## config.mk

```make
export PLATFORM = sky130hd
export DESIGN_NAME = ifetch_aligner
export DESIGN_NICKNAME = d
export VERILOG_FILES = /design/src/rtl/ifetch_aligner.sv
export SDC_FILE = /design/constraint.sdc
export NUM_CORES = 1
export LEC_CHECK = 0
export CAP_MARGIN = 15
export CORE_UTILIZATION = 50
export CTS_BUF_LIST = sky130_fd_sc_hd__clkbuf_2 sky130_fd_sc_hd__clkbuf_4 sky130_fd_sc_hd__clkbuf_8
export DETAILED_ROUTE_END_ITERATION = 7
export DONT_BUFFER_PORTS = 1
export PLACE_DENSITY = 0.71
export SYNTH_ARGS = -nofsm -noshare
export SYNTH_HDL_FRONTEND = slang
export SYNTH_SLANG_ARGS = --single-unit
export TNS_END_PERCENT = 100
```

## constraint.sdc

```tcl
create_clock -name clock -period 8.1 [get_ports clock]
set_input_delay 1.62 -clock clock [delete_from_list [all_inputs] [get_ports clock]]
set_output_delay 1.62 -clock clock [all_outputs]
set_load 0.02 [all_outputs]
```

## src/rtl/ifetch_aligner.sv

```systemverilog
// ============================================================================
// Module   : ifetch_aligner
// Brief    : Fetch responder returning the 16/32-bit instruction at pc_in from
//            a two-word buffer over a word-addressed instruction memory.
// Revision : 1.0 - initial release
// ============================================================================
`default_nettype none

module ifetch_aligner #(
    parameter int XLEN = 32
) (
    input  logic            clock,
    input  logic            reset,
    input  logic [XLEN-1:0] pc_in,
    output logic            mem_req_valid,
    output logic [XLEN-1:0] mem_req_addr,
    input  logic            mem_req_ready,
    input  logic            mem_rsp_valid,
    input  logic [31:0]     mem_rsp_data,
    output logic            instr_valid,
    output logic [31:0]     instr,
    output logic            instr_rvc,
    output logic            stall
);

    localparam int c_TAG_W = XLEN - 2;

    typedef enum logic [1:0] {
        S_IDLE = 2'd0,
        S_REQ  = 2'd1,
        S_WAIT = 2'd2
    } state_t;

    state_t             r_state;
    logic [c_TAG_W-1:0] r_cur_tag;
    logic               r_cur_v;
    logic [31:0]        r_cur_w;
    logic               r_nxt_v;
    logic [31:0]        r_nxt_w;
    logic [c_TAG_W-1:0] r_req_tag;
    logic               r_req_valid;

    logic [c_TAG_W-1:0] w_ptag;
    logic [c_TAG_W-1:0] w_cur_tag_inc;
    logic               w_hc;
    logic               w_hn;
    logic               w_miss;
    logic               w_shift;
    logic [31:0]        w_base;
    logic               w_ext_v;
    logic [15:0]        w_half;
    logic               w_rvc;
    logic               w_valid;
    logic [31:0]        w_instr_raw;
    logic [c_TAG_W-1:0] w_ps_cur_tag;
    logic [c_TAG_W-1:0] w_ps_cur_tag_inc;
    logic               w_ps_cur_v;
    logic               w_ps_nxt_v;
    logic               w_unused_pc0;

    assign w_unused_pc0  = pc_in[0];

    // Hit detection against the buffered pair (cur, cur+1)
    assign w_ptag        = pc_in[XLEN-1:2];
    assign w_cur_tag_inc = r_cur_tag + c_TAG_W'(1);
    assign w_hc          = r_cur_v && (w_ptag == r_cur_tag);
    assign w_hn          = r_nxt_v && (w_ptag == w_cur_tag_inc);
    assign w_miss        = !w_hc && !w_hn;
    assign w_shift       = w_hn && !w_hc;

    // When the pc sits in nxt there is no word after it yet, so a straddling
    // instruction there must wait for the shift and the following refill.
    assign w_base  = w_hc ? r_cur_w : r_nxt_w;
    assign w_ext_v = w_hc && r_nxt_v;
    assign w_half  = pc_in[1] ? w_base[31:16] : w_base[15:0];
    assign w_rvc   = (w_half[1:0] != 2'b11);

    always_comb begin
        w_valid     = 1'b0;
        w_instr_raw = w_base;
        if (w_rvc) begin
            w_valid     = w_hc || w_hn;
            w_instr_raw = {16'b0, w_half};
        end else if (pc_in[1]) begin
            w_valid     = w_ext_v;
            w_instr_raw = {r_nxt_w[15:0], w_half};
        end else begin
            w_valid     = w_hc || w_hn;
            w_instr_raw = w_base;
        end
    end

    assign instr_valid   = w_valid;
    assign instr         = w_valid ? w_instr_raw : 32'b0;
    assign instr_rvc     = w_valid && w_rvc;
    assign stall         = !w_valid;
    assign mem_req_valid = r_req_valid;
    assign mem_req_addr  = {r_req_tag, 2'b00};

    // Buffer view after this edge's shift; response placement uses it
    assign w_ps_cur_tag     = w_shift ? w_cur_tag_inc : r_cur_tag;
    assign w_ps_cur_tag_inc = w_ps_cur_tag + c_TAG_W'(1);
    assign w_ps_cur_v       = w_shift ? 1'b1 : r_cur_v;
    assign w_ps_nxt_v       = w_shift ? 1'b0 : r_nxt_v;

    always_ff @(posedge clock or negedge reset) begin
        if (!reset) begin
            r_state     <= S_IDLE;
            r_cur_tag   <= '0;
            r_cur_v     <= 1'b0;
            r_cur_w     <= '0;
            r_nxt_v     <= 1'b0;
            r_nxt_w     <= '0;
            r_req_tag   <= '0;
            r_req_valid <= 1'b0;
        end else begin
            if (w_shift) begin
                r_cur_w   <= r_nxt_w;
                r_cur_tag <= w_cur_tag_inc;
                r_cur_v   <= 1'b1;
                r_nxt_v   <= 1'b0;
            end

            case (r_state)
                S_IDLE: begin
                    if (w_miss) begin
                        r_cur_tag   <= w_ptag;
                        r_cur_v     <= 1'b0;
                        r_nxt_v     <= 1'b0;
                        r_req_tag   <= w_ptag;
                        r_req_valid <= 1'b1;
                        r_state     <= S_REQ;
                    end else if (r_cur_v && !r_nxt_v && !w_shift) begin
                        r_req_tag   <= w_cur_tag_inc;
                        r_req_valid <= 1'b1;
                        r_state     <= S_REQ;
                    end
                end
                S_REQ: begin
                    if (mem_req_ready) begin
                        r_req_valid <= 1'b0;
                        r_state     <= S_WAIT;
                    end
                end
                S_WAIT: begin
                    if (mem_rsp_valid) begin
                        r_state <= S_IDLE;
                        // Anything not matching the buffer is simply dropped;
                        // a word address always returns the same data.
                        if (!w_ps_cur_v && (r_req_tag == w_ps_cur_tag)) begin
                            r_cur_w <= mem_rsp_data;
                            r_cur_v <= 1'b1;
                        end else if (!w_ps_nxt_v && (r_req_tag == w_ps_cur_tag_inc)) begin
                            r_nxt_w <= mem_rsp_data;
                            r_nxt_v <= 1'b1;
                        end
                    end
                end
                default: begin
                    r_state     <= S_IDLE;
                    r_req_valid <= 1'b0;
                end
            endcase
        end
    end

endmodule

`default_nettype wire

```

==> flow_metrics.tcl, run 1 <==
set metrics [dict create \
    grt_antenna_before_repair 0 \
    static-leakage-power_nw 4.58 \
    detailedRoute.firstPassIterationCount 6 \
    timing.critical_path.arrival_ns 5.80 \
    synth.largest_area_cell "sky130_fd_sc_hd__dfrtp_1" \
    post_synth_num_cell_types 75 \
    post_synth_instance_area_um2 10900 \
    setup_viol_count_final 0 \
    report.final.hold_viol_count 0 \
    postSynthAreaPerCell_um2 7.86 \
    initialDrtViolationCount 1010 \
    timing.final.crit_period_ns 7.42 \
    timing.fmax_mhz 135 \
    yosysWarnings 0 \
    drt-total-wl_mm 36.8 \
    ir_drop_mv 0.151 \
    rows 53 \
    routed_wire_length_per_instance_um 22.7 \
    relative_slew_margins 0.364 \
    worstSetupEndpointType "output pin" \
    grt_start_max_net_pins 130 \
    min-delay-start "r_nxt_w[24]" \
    yosysTopAreaCellShare 0.296 \
    tritoncts.num_buffers 17 \
    areaGrowthSynthToFinish_pct 4.75 \
    async_set_or_reset_flop_fraction_in_the_synthesized_netlist 1.00 \
    buffer_ports.inserted 0 \
    floorplan.initialDensity 0.514 \
    grt.overflow.total 0 \
    floorplan.die_area_um2 22400 \
    drt-vias-per-instance 6.40 \
    cts.root.buffer_cell "sky130_fd_sc_hd__clkbuf_8" \
    detail-route-antenna-nets 0 \
    number_of_synthesized_flops_with_an_enable_pin 0 \
    final_core_util 0.538 \
    cts_tree "done" \
    fin_crit_sh 0.916 \
    cts_setup_buffers 0 \
    hold_buffers 0 \
    ys_top_cells_by_area "sky130_fd_sc_hd__dfrtp_1 30%, sky130_fd_sc_hd__xnor2_1 8.0%, sky130_fd_sc_hd__nand2_1 7.5%" \
    startpoint_class "register" \
    timing.critical_path.from "r_cur_tag[0]" \
    final_layout_size_suffix_gt1_frac 0.0691 \
    timing_max_transition_violations_final 0 \
    clkSinkCount 129 \
    grt_pass1_wl_mm 56.2 \
    clk-insertion-delay-late_ns 0.49 \
    hp-class "register to register" \
    synth_most_common_cell "sky130_fd_sc_hd__nand2_1" \
    r2r-start "r_cur_tag[0]" \
    largest_fanout_on_the_critical_path 16 \
    finish.cell_count_without_fillers 1620 \
    cp_data_required_time_ns 6.48 \
    antenna_cells_inserted 0 \
    postLayoutCellArea_um2 11400 \
    power_density_nw_per_um2 350 \
    dr_total_vias 10376 \
    cts.clk_slew.worst_paths_ns 0.08 \
    worst_slew_pin_slew_ns 0.951 \
    gp_congestion 1.02 \
    cap_violations 0 \
    fin_tns_setup_ns 0 \
    yosysSeqAreaShare 0.296 \
    drt_drc_violations_left 0 \
    finalClockSkew_ns 0.0328 \
    nNetsFinal 1402 \
    criticalPathCategory "register to output pin" \
    syn_inst 1387 \
    width_of_the_die_um 150 \
    status "finished, final reports clean" \
    post_cts.resized_instances 0 \
    power_mw 3.99 \
    die-height_um 150 \
    core_area_um2 21200 \
    synth_ff_type "sky130_fd_sc_hd__dfrtp_1" \
    post-dp-hpwl_mm 27.5 \
    postSynthRegisterBits 129 \
    first_global_vias 9603 \
    placed_cells_incl_taps 1588 \
    io_pins 136 \
    h-tree-depth 4 \
    max-clock-path-buffers 2 \
    grt_setup_unrepaired "no" \
    ranking_of_synthesized_cells_by_instance_count "217 x sky130_fd_sc_hd__nand2_1, 132 x sky130_fd_sc_hd__nor2_1, 129 x sky130_fd_sc_hd__dfrtp_1, 110 x sky130_fd_sc_hd__o21ai_0, 100 x sky130_fd_sc_hd__xnor2_1" \
    postPlaceCellArea_um2 11000 \
    grt_use_total 0.333 \
]
==> registers in the layout, indices dropped and copies added, names as in the netlist <==
| name | count |
|---|---|
| r_nxt_v | 1 |
| r_req_tag | 30 |
| mem_req_valid | 1 |
| r_state | 2 |
| r_cur_v | 1 |
| r_cur_w | 32 |
| r_cur_tag | 30 |
| r_nxt_w | 32 |
==> where the power goes <==
part / internal, mW / switching [mW]
Combinational: 0.786 / 1.31
Sequential: 0.799 / 0.502
Clock: 0.258 / 0.338
==> worst max-delay path, cell delays in order, from the launching register on <==
cell                       delay, ns
sky130_fd_sc_hd__dfrtp_1        0.56
sky130_fd_sc_hd__ha_1           0.50
sky130_fd_sc_hd__and3_1         0.39
sky130_fd_sc_hd__nand4_1        0.42
sky130_fd_sc_hd__nor2_1         0.58
sky130_fd_sc_hd__o221ai_1       0.26
sky130_fd_sc_hd__nor4_2         0.34
sky130_fd_sc_hd__nand4_1        0.43
sky130_fd_sc_hd__nand2b_1       0.42
sky130_fd_sc_hd__o21ai_0        0.13
sky130_fd_sc_hd__and2_1         0.19
sky130_fd_sc_hd__inv_1          0.22
sky130_fd_sc_hd__nand2_1        0.40
sky130_fd_sc_hd__nor2_1         0.47
==> cells by family (layout without fill, tap and decap cells) <==
| group | after synthesis | in the layout | synth area share |
|---|---|---|---|
| compound gates | 280 | 280 | 0.155 |
| xor+xnor | 160 | 160 | 0.129 |
| fa+ha+maj | 2 | 2 | 0.00230 |
| buf+inv | 107 | 64 | 0.0440 |
| flops | 129 | 129 | 0.296 |
| mux | 95 | 95 | 0.0941 |
| other cells | 1 | 2 | 0.000344 |
| simple gates | 613 | 613 | 0.280 |
==> final timing paths <==
check	endpoint	slack (ns)	cells past startpoint
min in group asynchronous	r_cur_tag[15]	0.81	0
min	r_nxt_w[24]	0.52	1
min reg2reg	r_nxt_w[24]	0.52	1
max in group asynchronous	r_cur_tag[24]	6.97	0
max	instr[31]	0.68	13
max reg2reg	r_nxt_w[31]	0.83	17
==> stage by stage <==
stage / worst slack, ns / hold WS [ns]
after floorplan: 1.48 / 0.480
after global placement: 1.05 / 0.492
after detailed placement: 1.04 / 0.502
after CTS: 0.671 / 0.523
after global routing: 0.382 / 0.547
final: 0.679 / 0.522
==> per-layer routing <==
| layer | GRT usage | vias to the layer above | share of wire |
|---|---|---|---|
| met4 | 0.140 | 0 | 0.035 |
| li1 | - | 4818 | - |
| met5 | 0 | - | 0 |
| met1 | 0.433 | 4943 | 0.41 |
| met2 | 0.523 | 521 | 0.46 |
| met3 | 0.0841 | 94 | 0.097 |
==> final cells by class <==
class,count,area [um^2]
timing repair buffer,24,193
tap,275,344
inverter,8,30.0
fill,2048,9800
clock buffer,17,234
sequential,129,3230
multi-input combinational,1152,7220
clock inverter,15,166
==> placed cells by master, fill, tap and decap left out, types with 17 or more instances in the layout <==
| master | instances |
|---|---|
| sky130_fd_sc_hd__nand2_1 | 216 |
| sky130_fd_sc_hd__nor2_1 | 132 |
| sky130_fd_sc_hd__dfrtp_1 | 129 |
| sky130_fd_sc_hd__o21ai_0 | 110 |
| sky130_fd_sc_hd__xnor2_1 | 100 |
| sky130_fd_sc_hd__a21oi_1 | 71 |
| sky130_fd_sc_hd__xor2_1 | 60 |
| sky130_fd_sc_hd__mux2i_1 | 56 |
| sky130_fd_sc_hd__nand3_1 | 36 |
| sky130_fd_sc_hd__nor3_1 | 33 |
| sky130_fd_sc_hd__and3_1 | 31 |
| sky130_fd_sc_hd__nand4_1 | 30 |
| sky130_fd_sc_hd__mux2_1 | 30 |
| sky130_fd_sc_hd__buf_4 | 23 |
| sky130_fd_sc_hd__and2_1 | 20 |
| sky130_fd_sc_hd__nor4_1 | 19 |
| sky130_fd_sc_hd__a211oi_1 | 18 |
| sky130_fd_sc_hd__clkbuf_8 | 17 |
(Power assumes the default switching activity.)
==> run 2, diff against run 1 <==
--- a/config.mk
+++ b/config.mk
@@ -10,6 +10,7 @@
 export CTS_BUF_LIST = sky130_fd_sc_hd__clkbuf_2 sky130_fd_sc_hd__clkbuf_4 sky130_fd_sc_hd__clkbuf_8
 export DETAILED_ROUTE_END_ITERATION = 7
 export DONT_BUFFER_PORTS = 1
+export HOLD_SLACK_MARGIN = 0.12
 export PLACE_DENSITY = 0.71
 export SYNTH_ARGS = -nofsm -noshare
 export SYNTH_HDL_FRONTEND = slang
==> results of run 2 <==
No change in the layout: final DEF, timing and power equal those of run 1.
